`src/rtl/seq_multiplier_pkg.sv`:
```
// Shared types and helpers for the sequential shift-and-add multiplier.
package seq_multiplier_pkg;

  typedef enum logic [1:0] {
    IDLE = 2'd0,
    BUSY = 2'd1,
    DONE = 2'd2
  } state_t;

  function automatic int cnt_width(input int n);
    return $clog2(n + 1);
  endfunction

endpackage

```
`src/rtl/seq_multiplier.sv`:
```
// Sequential unsigned N x N -> 2N multiplier, one multiplier bit per clock.
// Optional MULTIPLIER_EARLY_DONE_EN: finish as soon as no partial products remain.
//
// state | meaning
// IDLE  | ready_i=1, waiting for operands
// BUSY  | shift-and-add, one multiplier bit per edge
// DONE  | valid_o=1, product held until ready_o
module seq_multiplier
  import seq_multiplier_pkg::*;
#(
  parameter int N = 3
) (
  input  logic           clk,
  input  logic           rst,
  input  logic           valid_i,
  output logic           ready_i,
  input  logic [N-1:0]   a,
  input  logic [N-1:0]   b,
  output logic           valid_o,
  input  logic           ready_o,
  output logic [2*N-1:0] product
);

  localparam int CW = cnt_width(N);

  state_t         state, state_nx;
  logic [2*N-1:0] mcand, mcand_nx;
  logic [2*N-1:0] acc, acc_nx;
  logic [N-1:0]   mplier, mplier_nx;
  logic [CW-1:0]  cnt, cnt_nx;

  always_comb begin
    state_nx  = state;
    mcand_nx  = mcand;
    acc_nx    = acc;
    mplier_nx = mplier;
    cnt_nx    = cnt;
    case (state)
      IDLE: begin
        if (valid_i) begin
          mcand_nx  = {{N{1'b0}}, a};
          mplier_nx = b;
          acc_nx    = '0;
          cnt_nx    = CW'(N);
          state_nx  = BUSY;
        end
      end
      BUSY: begin
        if (mplier[0]) acc_nx = acc + mcand;
        mcand_nx  = mcand << 1;
        mplier_nx = mplier >> 1;
        cnt_nx    = cnt - CW'(1);
        if (cnt == CW'(1)) state_nx = DONE;
`ifdef MULTIPLIER_EARLY_DONE_EN
        // a zero multiplicand adds nothing, so it can finish just as early
        if (mplier_nx == '0 || mcand == '0) state_nx = DONE;
`endif
      end
      DONE: begin
        if (ready_o) state_nx = IDLE;
      end
      default: state_nx = IDLE;
    endcase
  end

  always_ff @(posedge clk or negedge rst) begin
    if (!rst) begin
      state   <= IDLE;
      mcand   <= '0;
      acc     <= '0;
      mplier  <= '0;
      cnt     <= '0;
      ready_i <= 1'b1;
      valid_o <= 1'b0;
    end else begin
      state   <= state_nx;
      mcand   <= mcand_nx;
      acc     <= acc_nx;
      mplier  <= mplier_nx;
      cnt     <= cnt_nx;
      ready_i <= (state_nx == IDLE);
      valid_o <= (state_nx == DONE);
    end
  end

  assign product = acc;

endmodule

```
`config.mk`:
```
export PLATFORM = sky130hd
export DESIGN_NAME = seq_multiplier
export DESIGN_NICKNAME = d
export VERILOG_FILES = /design/src/rtl/seq_multiplier_pkg.sv /design/src/rtl/seq_multiplier.sv
export SDC_FILE = /design/constraint.sdc
export NUM_CORES = 1
export LEC_CHECK = 0
export CAP_MARGIN = 25
export CORE_MARGIN = 5
export CORE_UTILIZATION = 54
export CTS_BUF_LIST = sky130_fd_sc_hd__clkbuf_4 sky130_fd_sc_hd__clkbuf_8
export DETAILED_ROUTE_END_ITERATION = 8
export GPL_TIMING_DRIVEN = 0
export PLACE_DENSITY = 0.81
export SYNTH_ARGS = -nofsm -noshare
export SYNTH_HDL_FRONTEND = slang
export SYNTH_SLANG_ARGS = --single-unit
```
`constraint.sdc`:
```
create_clock -name clk -period 2.3 [get_ports clk]
set_input_delay 0.69 -clock clk [delete_from_list [all_inputs] [get_ports clk]]
set_output_delay 0.69 -clock clk [all_outputs]
set_load 0.01 [all_outputs]
```
# Yosys cells after proc, flatten, opt, wreduce, memory -nomap -nowiden
# Index checks and enable logic that the tools add are counted.
word_totals:
  regBits: 21
  word_cells: 33
  in_bits: 10
  output_inout_bits: 8
classes:
  add_sub_neg: 2
  reduce_logical: 5
  muxes: 13
  eq_ne: 6
op_table:
  columns: ["cell", "n"]
  rows:
  - ["6-bit one-hot mux with 2 select lines", 2]
  - ["6-bit 2-to-1 mux", 3]
  - ["2-bit 2-to-1 mux", 4]
  - ["6-bit adder", 1]
  - ["2-bit one-hot mux with 3 select lines", 1]
  - ["3-bit one-hot mux with 2 select lines", 1]
  - ["2-bit by 1-bit == test with 1-bit output, second input constant", 2]
  - ["2-bit == test, second input constant", 2]
  - ["2-bit logical NOT", 2]
  - ["2-bit != test, second input constant", 2]
  - ["2-bit one-hot mux with 2 select lines", 1]
  - ["3-bit 2-to-1 mux", 1]
  - ["3-bit AND reduction", 1]
  - ["2-bit AND reduction", 1]
  - ["2-bit nonzero test", 1]
  - ["2-bit by 1-bit subtractor with 2-bit output, second input constant", 1]

# Logic depth before layout (Yosys ltp)
logic_depth:
  ltp_word: 4
  mapped_depth: 6
  ltp_nobuf: 6

# Worst setup path after synthesis
# No wires, ideal clock.
synth_timing:
  kind: "register -> register"
  start: "register acc[4] (netlist: product[4])"
  end: "register acc[5] (netlist: product[5])"
  period_less_slack_ns: 1.724
  required_ns: 2.220
  path_stages_with_launch: 7
  path_buffers: 0
  path_slack_ns: 0.576
  t_arrival_ns: 1.643
  setup_time_ns: 0.080
  cell_sequence: "dfrtp_1 -> ha_1 -> a21oi_1 -> nand2_1 -> o21ai_0 -> or4b_4 -> o211ai_2"
synth_between:
  elab_chain_cells: 3
synth_rtl:
  columns: ["element", "line", "rtl"]
  rows:
  - ["start, declared", "seq_multiplier.sv:28", "logic [2*N-1:0] acc, acc_nx;"]
  - ["start signal, assigned", "seq_multiplier.sv:78", "acc <= acc_nx;"]
  - ["6-bit adder", "seq_multiplier.sv:49", "if (mplier[0]) acc_nx = acc + mcand;"]
  - ["6-bit 2-to-1 mux", "seq_multiplier.sv:49", null]
  - ["6-bit one-hot mux with 2 select lines", "seq_multiplier.sv:38", "case (state)"]
# No other way between the ends. The select of a mux whose other input is x is not followed.
# A chain may end at the register's enable or synchronous reset.

# Worst setup path after layout
layout_timing:
  start: "register ready_i"
  end: "output ready_i"
layout_lines:
  columns: ["element", "line", "rtl"]
  rows:
  - ["start, declared", "seq_multiplier.sv:16", "output logic ready_i,"]
  - ["start signal, assigned", "seq_multiplier.sv:81", "ready_i <= (state_nx == IDLE);"]
# No word-level cell between the ends.

==> impl_metrics.csv <==
group,metric,value,unit
power,total_power,1.64,mW
clock_tree,clk_latency,0.30,ns
global_route,track_usage,0.159,
route,wire_per_inst,14.3,um
clock_tree,cts_tree,"built",
timing,setup_ws,0.249,ns
global_route,grt_pass1_vias,880,
logic_synthesis,synth_area,1100,sq um
floorplan,core_area,1960,sq um
layout,fin_nets,148,
timing,drv_slew,0,
hold_path,hold-path-cell-count,1,
floorplan,io_pins,18,
route,route.detailed.drc,0,
logic_synthesis,postSynthAreaPerCell,10.1,sq um
timing,finalSetupTns,0,ns
global_route,antenna_found_initial,0,
hold_path,holdCritStartpoint,"cnt[0]$_DFFE_PN0P_",
setup_path,rr_startpoint,"product[1]$_DFFE_PN0P_",
layout,final_cell_area,1340,sq um
logic_synthesis,synth_warnings,0,
timing,holdWs,0.511,ns
timing,skew,0.00134,ns
run,drv_cap,0,
floorplan,initial_utilization,0.563,
timing,max_freq,0.488,GHz
logic_synthesis,synth_top_cell_by_area,"dfrtp_1",
setup_path,cp_slowest_cell,"dfstp_2",
setup_path,worst_r2r_path_depth,6,
clock_tree,cts.sinks,21,
floorplan,die_area,3050,sq um
route,drt_iter0_drc,8,
global_route,grt_overflow_total,0,
route,ant_nets,0,
timing,max_slew_margin,0.368,
clock_tree,clockBufferDepth,2,
timing,hold_viol_final,0,
logic_synthesis,synth_top_area_frac,0.453,
global_route,grt_pass1_wl,4020,um
route,postRouteWirelength,2240,um
clock_tree,clk_pin_slew_worst_paths,0.11,ns
setup_path,worstSetupPathType,"flip-flop to output pin",
timing,fin_crit,2.05,ns
route,firstDrtPassIters,4,
layout,final_core_util,0.682,
setup_path,cp.depth,1,
timing,setup_viol,0,
floorplan,rows,16,
hold_path,min_path_type,"flip-flop to flip-flop",
setup_path,crit_fanout,1,
layout,diodes,0,
setup_path,cp-start-kind,"flip-flop",
setup_path,slowest_delay,0.53,ns
layout,stdcell_count,157,
route,via_per_inst,5.57,
clock_tree,post_cts_buffers,0,
place,dp_cells,153,
setup_path,startpoint,"ready_i$_DFF_PN1_",
timing,rsz0062_at_grt,"no",
power,cellPowerDensity,1230,nW/um^2
clock_tree,cts_resized,0,
clock_tree,cts_buffers,3,
floorplan,dieWidth,55.2,um
logic_synthesis,async_flop_share,1.00,
place,placedInstanceArea,1310,sq um
floorplan,die_height,55.2,um
timing,finalCritPeriodShare,0.892,
logic_synthesis,synthFlopType,"dfrtp_1",
logic_synthesis,yosysMostFrequentCell,"dfrtp_1",
layout,drive_gt1_frac,0.108,
setup_path,cp.arrival,1.36,ns
place,dp_hpwl,1650,um
clock_tree,cts_hold_buffers,0,
outcome,status,"finished clean",
power,peakVddDrop,0.686,mV
timing,worst_pin_slew,0.944,ns
clock_tree,htree_levels,1,
route,vias,874,
logic_synthesis,yosys-top-cells-area,"dfrtp_1, ha_1, a21oi_1",
logic_synthesis,netlist_instances,109,
logic_synthesis,ys_seq_area_frac,0.477,
setup_path,crit_path_end_kind,"output pin",
place,place.gp.congestion,0.816,
logic_synthesis,synthTopCellsByCount,"dfrtp_1, a21oi_1, o21ai_0, nand2_1, nor2b_1",
logic_synthesis,synth-edff-count,0,
setup_path,worstPathRequired,1.61,ns
setup_path,cpLargestDelayFamily,"flip-flops",
global_route,grt_max_degree,22,
place,dp_slack,0.144,ns
logic_synthesis,synth_cell_types,27,
clock_tree,clock-root-buffer,"clkbuf_4",
logic_synthesis,ys_seq_elements,21,
layout,syn_to_final_growth,21.2,%
place,port_buffers,17,
setup_path,crit_buf_inv,1,
power,leakagePower,0.608,nW
setup_path,cp_cell_sequence,"clkdlybuf4s50_1",
logic_synthesis,syn_nets,126,
==> worst reg2reg max path: cells and delay by family, from the launching register on <==
| kind | cells | cell delay, ns |
|---|---|---|
| simple gates | 2 | 0.57 |
| flops | 1 | 0.45 |
| compound gates | 3 | 0.45 |
| fa+ha+maj | 1 | 0.31 |
==> cell families (layout without fill, tap and decap cells) <==
kind of cell / count (synthesis) / in the layout / share of synthesized area
buffers and inverters: 6 / 27 / 0.0238
AO/OA/AOI/OAI: 37 / 37 / 0.216
AND/OR/NAND/NOR: 34 / 34 / 0.165
flip-flops: 21 / 21 / 0.477
adder cells (fa/ha/maj): 7 / 7 / 0.0861
XOR/XNOR: 4 / 4 / 0.0317
==> final timing paths <==
| check | end | slack [ns] |
|---|---|---|
| worst min register to register | cnt[0]$_DFFE_PN0P_ | 0.51 |
| worst max-delay path | ready_i | 0.25 |
| max in group asynchronous | state[0]$_DFF_PN0_ | 0.83 |
| worst max register to register | product[5]$_DFFE_PN0P_ | 0.46 |
| min in group asynchronous | product[1]$_DFFE_PN0P_ | 0.90 |
| worst min-delay path | cnt[0]$_DFFE_PN0P_ | 0.51 |
==> layer usage <==
layer | track usage | wire length (um) | vias to the layer above
met5 | 0 | 0 | -
met4 | 0.0521 | 16 | 0
met3 | 0.0303 | 79 | 2
met2 | 0.253 | 1100 | 15
met1 | 0.216 | 1040 | 426
li1 | - | - | 431
==> sequential cells by signal (all words and copies together), names as in the netlist <==
name,cells
mplier,3
cnt,2
ready_i,1
mcand,6
state,2
valid_o,1
product,6
==> cells in the final DEF (no fill, tap or decap), drive strengths merged <==
cell and count:
or4b 1, fa 1, nand2b 2, nor2b 9, xor2 3, o211ai 1
ha 6, clkbuf 5, o21ai 10, inv 2, a21oi 12, or2 1
xnor2 1, dfstp 1, nand3 3, nor2 7, a22oi 5, a22o 5
a32o 2, nand2 10, clkdlybuf4s50 17, a21o 2, nor3 1, dfrtp 20
buf 3
==> area by class of cell <==
cell class                      count  area, sq um
Fill cell                         171          623
Multi-Input combinational cell     82          552
Sequential cell                    21          527
Timing Repair Buffer               17          170
Tap cell                           27         33.8
Clock buffer                        4         30.0
Buffer                              4         18.8
Inverter                            2         7.51
==> power by group <==
| part | leakage, nW | total (mW) | internal, mW | switching [mW] |
|---|---|---|---|---|
| logic | 0.319 | 0.795 | 0.376 | 0.419 |
| registers | 0.271 | 0.658 | 0.522 | 0.136 |
| clock network | 0.0184 | 0.192 | 0.0795 | 0.112 |
| total | 0.608 | 1.64 | 0.978 | 0.667 |
No activity file was read; power rests on OpenSTA's default activity.
